## src/rtl/mips_timer_pkg.sv

```systemverilog
// Shared definitions for the memory-mapped down-counter timer:
// register offsets, CTRL field positions, mode encodings and FSM states.
package mips_timer_pkg;

    localparam logic [1:0] REG_CTRL   = 2'd0;
    localparam logic [1:0] REG_PRESET = 2'd1;
    localparam logic [1:0] REG_COUNT  = 2'd2;

    localparam int CTRL_W    = 4;
    localparam int CTRL_EN   = 0;
    localparam int CTRL_MODE = 1;
    localparam int CTRL_IM   = 3;

    localparam logic [1:0] MODE_RELOAD = 2'b01;

    typedef enum logic [1:0] {
        S_IDLE = 2'd0,
        S_LOAD = 2'd1,
        S_CNT  = 2'd2,
        S_INT  = 2'd3
    } state_e;

    // Only the exact auto-reload code reloads; 1x falls back to one-shot.
    function automatic logic is_reload(input logic [1:0] mode);
        return mode == MODE_RELOAD;
    endfunction

endpackage

```

## src/rtl/mips_timer_if.sv

```systemverilog
// Word-addressed data-bus port of the timer peripheral.
interface mips_timer_if;

    logic [1:0]  addr;
    logic        we;
    logic [31:0] wdata;
    logic [31:0] rdata;
    logic        irq;

    modport master (
        output addr,
        output we,
        output wdata,
        input  rdata,
        input  irq
    );

    modport slave (
        input  addr,
        input  we,
        input  wdata,
        output rdata,
        output irq
    );

endinterface

```

## src/rtl/mips_timer.sv

```systemverilog
// Down-counter timer: counts PRESET to zero, raises irq, one-shot or
// auto-reload. Registers CTRL, PRESET and read-only COUNT.
import mips_timer_pkg::*;

module mips_timer #(
    parameter int               CNT_W        = 32,
    parameter logic [CNT_W-1:0] RESET_PRESET = '0
) (
    input  logic       clk,
    input  logic       reset,
    mips_timer_if.slave bus
);

    logic [CTRL_W-1:0] ctrl_q, ctrl_d;
    logic [CNT_W-1:0]  preset_q, preset_d;
    logic [CNT_W-1:0]  count_q, count_d;
    state_e            state_q, state_d;
    logic              pend_q, pend_d;

    logic       en;
    logic [1:0] mode;
    logic       im;
    logic       wr_ctrl;
    logic       wr_preset;

    assign en        = ctrl_q[CTRL_EN];
    assign mode      = ctrl_q[CTRL_MODE +: 2];
    assign im        = ctrl_q[CTRL_IM];
    assign wr_ctrl   = bus.we && (bus.addr == REG_CTRL);
    assign wr_preset = bus.we && (bus.addr == REG_PRESET);

    always_comb begin
        ctrl_d   = ctrl_q;
        preset_d = preset_q;
        count_d  = count_q;
        state_d  = state_q;
        pend_d   = pend_q;

        case (state_q)
            S_IDLE: begin
                if (en) state_d = S_LOAD;
            end
            S_LOAD: begin
                count_d = preset_q;
                state_d = S_CNT;
            end
            S_CNT: begin
                if (!en) begin
                    state_d = S_IDLE;
                end else if (count_q == '0) begin
                    state_d = S_INT;
                    pend_d  = 1'b1;
                end else begin
                    count_d = count_q - {{(CNT_W-1){1'b0}}, 1'b1};
                end
            end
            default: begin
                if (is_reload(mode)) begin
                    pend_d  = 1'b0;
                    state_d = S_LOAD;
                end else begin
                    ctrl_d[CTRL_EN] = 1'b0;
                    state_d         = S_IDLE;
                end
            end
        endcase

        // A CPU write to CTRL overrides the FSM's own EN clear.
        if (wr_ctrl) begin
            ctrl_d = bus.wdata[CTRL_W-1:0];
            pend_d = 1'b0;
        end
        if (wr_preset) preset_d = bus.wdata[CNT_W-1:0];
    end

    always_ff @(posedge clk or posedge reset) begin
        if (reset) begin
            ctrl_q   <= '0;
            preset_q <= RESET_PRESET;
            count_q  <= '0;
            state_q  <= S_IDLE;
            pend_q   <= 1'b0;
        end else begin
            ctrl_q   <= ctrl_d;
            preset_q <= preset_d;
            count_q  <= count_d;
            state_q  <= state_d;
            pend_q   <= pend_d;
        end
    end

    always_comb begin
        case (bus.addr)
            REG_CTRL:   bus.rdata = {{(32-CTRL_W){1'b0}}, ctrl_q};
            REG_PRESET: bus.rdata = 32'(preset_q);
            REG_COUNT:  bus.rdata = 32'(count_q);
            default:    bus.rdata = 32'd0;
        endcase
    end

    assign bus.irq = im & pend_q;

endmodule

```

## src/flat_wrapper.sv

```systemverilog
// flat-port wrapper written by rule: the top's interface ports become plain ports
module mips_timer_flat 
#(
    parameter int               CNT_W        = 32,
    parameter logic [CNT_W-1:0] RESET_PRESET = '0
)
  (clk, reset, bus_addr, bus_we, bus_wdata, bus_rdata, bus_irq);
  mips_timer_if bus_i ();
  input  logic clk;
  input  logic reset;
  input wire logic [$bits(bus_i.addr)-1:0] bus_addr;
  input wire logic [$bits(bus_i.we)-1:0] bus_we;
  input wire logic [$bits(bus_i.wdata)-1:0] bus_wdata;
  output wire logic [$bits(bus_i.rdata)-1:0] bus_rdata;
  output wire logic [$bits(bus_i.irq)-1:0] bus_irq;
  assign bus_i.addr = bus_addr;
  assign bus_i.we = bus_we;
  assign bus_i.wdata = bus_wdata;
  assign bus_rdata = bus_i.rdata;
  assign bus_irq = bus_i.irq;
  mips_timer #(.CNT_W(CNT_W), .RESET_PRESET(RESET_PRESET)) u_core (.clk(clk), .reset(reset), .bus(bus_i));
endmodule
```

## config.mk

```make
export PLATFORM = sky130hd
export DESIGN_NAME = mips_timer_flat
export DESIGN_NICKNAME = d
export VERILOG_FILES = /design/src/rtl/mips_timer_pkg.sv /design/src/rtl/mips_timer_if.sv /design/src/rtl/mips_timer.sv /design/src/flat_wrapper.sv
export SDC_FILE = /design/constraint.sdc
export NUM_CORES = 1
export LEC_CHECK = 0
export BUFFER_PORTS_ARGS = -buffer_cell sky130_fd_sc_hd__buf_2
export CAP_MARGIN = 25
export CORE_UTILIZATION = 50
export CTS_BUF_LIST = sky130_fd_sc_hd__clkbuf_16
export DETAILED_ROUTE_END_ITERATION = 8
export GPL_TIMING_DRIVEN = 0
export HOLD_SLACK_MARGIN = 0.02
export PLACE_DENSITY = 0.72
export SETUP_SLACK_MARGIN = 0.1
export SYNTH_ARGS = -nofsm -noshare
export SYNTH_HDL_FRONTEND = slang
export SYNTH_SLANG_ARGS = --single-unit
```

## constraint.sdc

```tcl
create_clock -name clk -period 3.9 [get_ports clk]
set_clock_uncertainty 0.2 [all_clocks]
set_input_delay 0.585 -clock clk [delete_from_list [all_inputs] [get_ports clk]]
set_output_delay 0.585 -clock clk [all_outputs]
set_load 0.02 [all_outputs]
```

==> summary.txt <==
Die ar.: 8871 µm²
Syn Area/Cell: 10.07 µm²
Slew Limit Fails: 0
num ports: 70
post-cts sizing count: 0
CTS Hold Bufs: 0
number of global-route vias before repair: 3860
grt ovf: 0
Seq/Total Area, Yosys: 0.4181
Final Power: 4.119 mW
clock slew at reported path FFs: 0.06 ns
register-to-register setup slack: 0.97 ns
dpl cells: 596
Crit-path slowest cell: clkbuf_1
status: finished clean
Worst VDD drop: 0.3113 mV
max_cap viols: 0
GRT Total Usage: 0.3035
most common cell in the synthesized netlist: dfrtp_1
CP arrival: 2.64 ns
Worst Path Max Fanout: 10
Fin Hold WS: 0.06348 ns
CTS Sinks: 71
drt via density: 6.498
Setup TNS: 0 ns
RR Startpoint: u_core.count_q[0]
startpoint types: primary input
slowest stage delay, CP: 0.59 ns
H-tree depth: 3
final std cells w/o fill: 612
Syn-to-layout area delta: 19.02%
DIE WIDTH: 94.19 µm
Residual DRC: 0
post-detailed-route wirelength per cell: 20.92 µm
Post-CTS Setup Repair Bufs: 0
Seq cells post-synth: 71
Top delay family on crit path: buffers and inverters
layout net count: 545
top cells by area, synth: dfrtp_1 42%, mux2_2 9.5%, a22o_1 6.0%
PortBufs: 68
sequential cell area: 1777 µm²
Ant. Diodes: 0
leading area contributor after synthesis: dfrtp_1
number of synthesized flops with an enable pin: 0
Final Hold Violating Endpoints: 0
maximum buffer depth of the clock tree: 2
Final ANT Viol Nets: 0
fmax: 291.7 MHz
Setup WS post-layout: 0.4714 ns
synth warn: 0
area of the core: 8217 µm²
Yosys top cell area share: 0.4181
share of cells above drive strength 1: 0.2959
min Tclk post-route: 3.429 ns
CP Capture Type: output pin
ys flop type: dfrtp_1
multi-input logic area: 2250 µm²
Mapped Area: 4249 µm²
R2R Path End: u_core.state_q[0]
dpl hpwl: 8605 µm
root buf cell: clkbuf_16
Hold Crit Class: in2async
dpl ws: 0.5108 ns
final setup violation count: 0
RD Place Congestion: 0.9326
Commonest cells post-synth: 71 x dfrtp_1, 36 x mux2_2, 29 x a22o_1
initial antenna violation count: 0
worst-skew pair later-pin latency: 0.34 ns
drt first pass iters: 5
first-pass GRT wire length: 19980 µm
RSZ-0062 raised after global routing: no
critical path, cell by cell: clkbuf_1, nor2b_1, clkbuf_1, buf_1, a22o_1, buf_2
Final Cycle Share: 0.8791
Die Ht: 94.19 µm
PwrDens: 814.4 nW/µm²
Std-Cell Rows: 33
Worst Max-Slew Pin Slew: 0.8848 ns
normalized max-slew margin: 0.4088
CP Buf/Inv Count: 4
Vias: 3977
drt total wl: 12800 µm
CP Class: in2out
share of synthesized registers carrying an async set or reset: 1.000
syn_nets: 465
leakage: 2.175 nW
CTS tree: done
CP required: 3.12 ns
Worst Reg2Reg Path Length in Cells: 7
most frequent CP cell: clkbuf_1
library cells used by synthesis: 60
Synth Instances: 422
largest net degree at the start of global routing: 38
fillers: 688
CTS Buf Count: 9
Initial Util: 0.5171
drt initial violations: 390
-- cells in the final DEF, fill, tap and decap left out, types with 3 or more instances in the layout --
cell | Yosys | final
buf_2 | 3 | 71
dfrtp_1 | 71 | 71
mux2_2 | 36 | 36
a22o_1 | 29 | 29
nand2_1 | 26 | 26
o21ai_0 | 26 | 26
nor2_1 | 25 | 25
a21oi_1 | 24 | 24
clkbuf_1 | 13 | 13
nor3_1 | 11 | 11
inv_1 | 10 | 10
a31oi_1 | 10 | 10
o22a_1 | 10 | 10
o22ai_1 | 9 | 9
clkbuf_16 | 0 | 9
nand3_1 | 8 | 8
o21a_1 | 7 | 7
a2bb2oi_1 | 7 | 7
nand4_1 | 6 | 6
buf_6 | 6 | 6
ha_1 | 6 | 6
nor4_1 | 5 | 5
nor2b_1 | 5 | 5
buf_1 | 5 | 5
mux2i_1 | 5 | 5
a41oi_1 | 4 | 4
nor4_2 | 3 | 3
buf_4 | 3 | 3
or4_4 | 3 | 3
a21o_1 | 3 | 3
a32oi_1 | 3 | 3
and3_1 | 3 | 3
-- how the worst max path moves through the flow --
stage                                to        start  slack [ns]  cells past startpoint
floorplan                 bus_rdata[10]  bus_addr[1]        1.26                      5
global placement    u_core.preset_q[22]        reset        0.36                      2
CTS                        bus_rdata[9]  bus_addr[1]        0.50                      6
global route               bus_rdata[9]  bus_addr[1]        0.37                      6
detailed placement         bus_rdata[9]  bus_addr[1]        0.51                      6
finish                     bus_rdata[9]  bus_addr[1]        0.47                      6
-- report_power, final --
| part | internal [mW] | switching [mW] |
|---|---|---|
| Clock | 0.555 | 0.327 |
| Combinational | 0.817 | 1.07 |
| Sequential | 1.00 | 0.345 |
-- state kept, by name (all words and copies together), names as in the netlist --
register	count
u_core.state_q	2
u_core.count_q	32
u_core.ctrl_q	4
u_core.preset_q	32
u_core.pend_q	1
-- final cells by class --
| class | count | area share |
|---|---|---|
| multi-input combinational | 309 | 0.4448 |
| sequential | 71 | 0.3513 |
| timing repair buffer | 69 | 0.07125 |
| clock buffer | 9 | 0.04453 |
| buffer | 32 | 0.03662 |
| tap | 105 | 0.02598 |
| clock inverter | 7 | 0.01757 |
| inverter | 10 | 0.007917 |
-- layer usage --
layer  wire length, µm  GRT usage  vias up
li1                  -          -     1794
met1              5331     0.3913     1906
met2              6007     0.4819      239
met3              1116    0.07282       38
met4               346     0.1321        0
met5                 0          0        -
-- stage by stage --
stage | cell area [µm²] | util
floorplan | 4249 | -
global placement | 4721 | 0.5745
detailed placement | 4743 | 0.5773
CTS | 5057 | 0.6155
global route | 5057 | 0.6155
finish | 5057 | 0.6155
-- cell families after synthesis --
kind of cell	share of synthesized area
compound gates	0.2494
simple gates	0.1552
flops	0.4181
buf+inv	0.05241
mux	0.1072
fa+ha+maj	0.01767
Power figures use the tool's default switching activity.
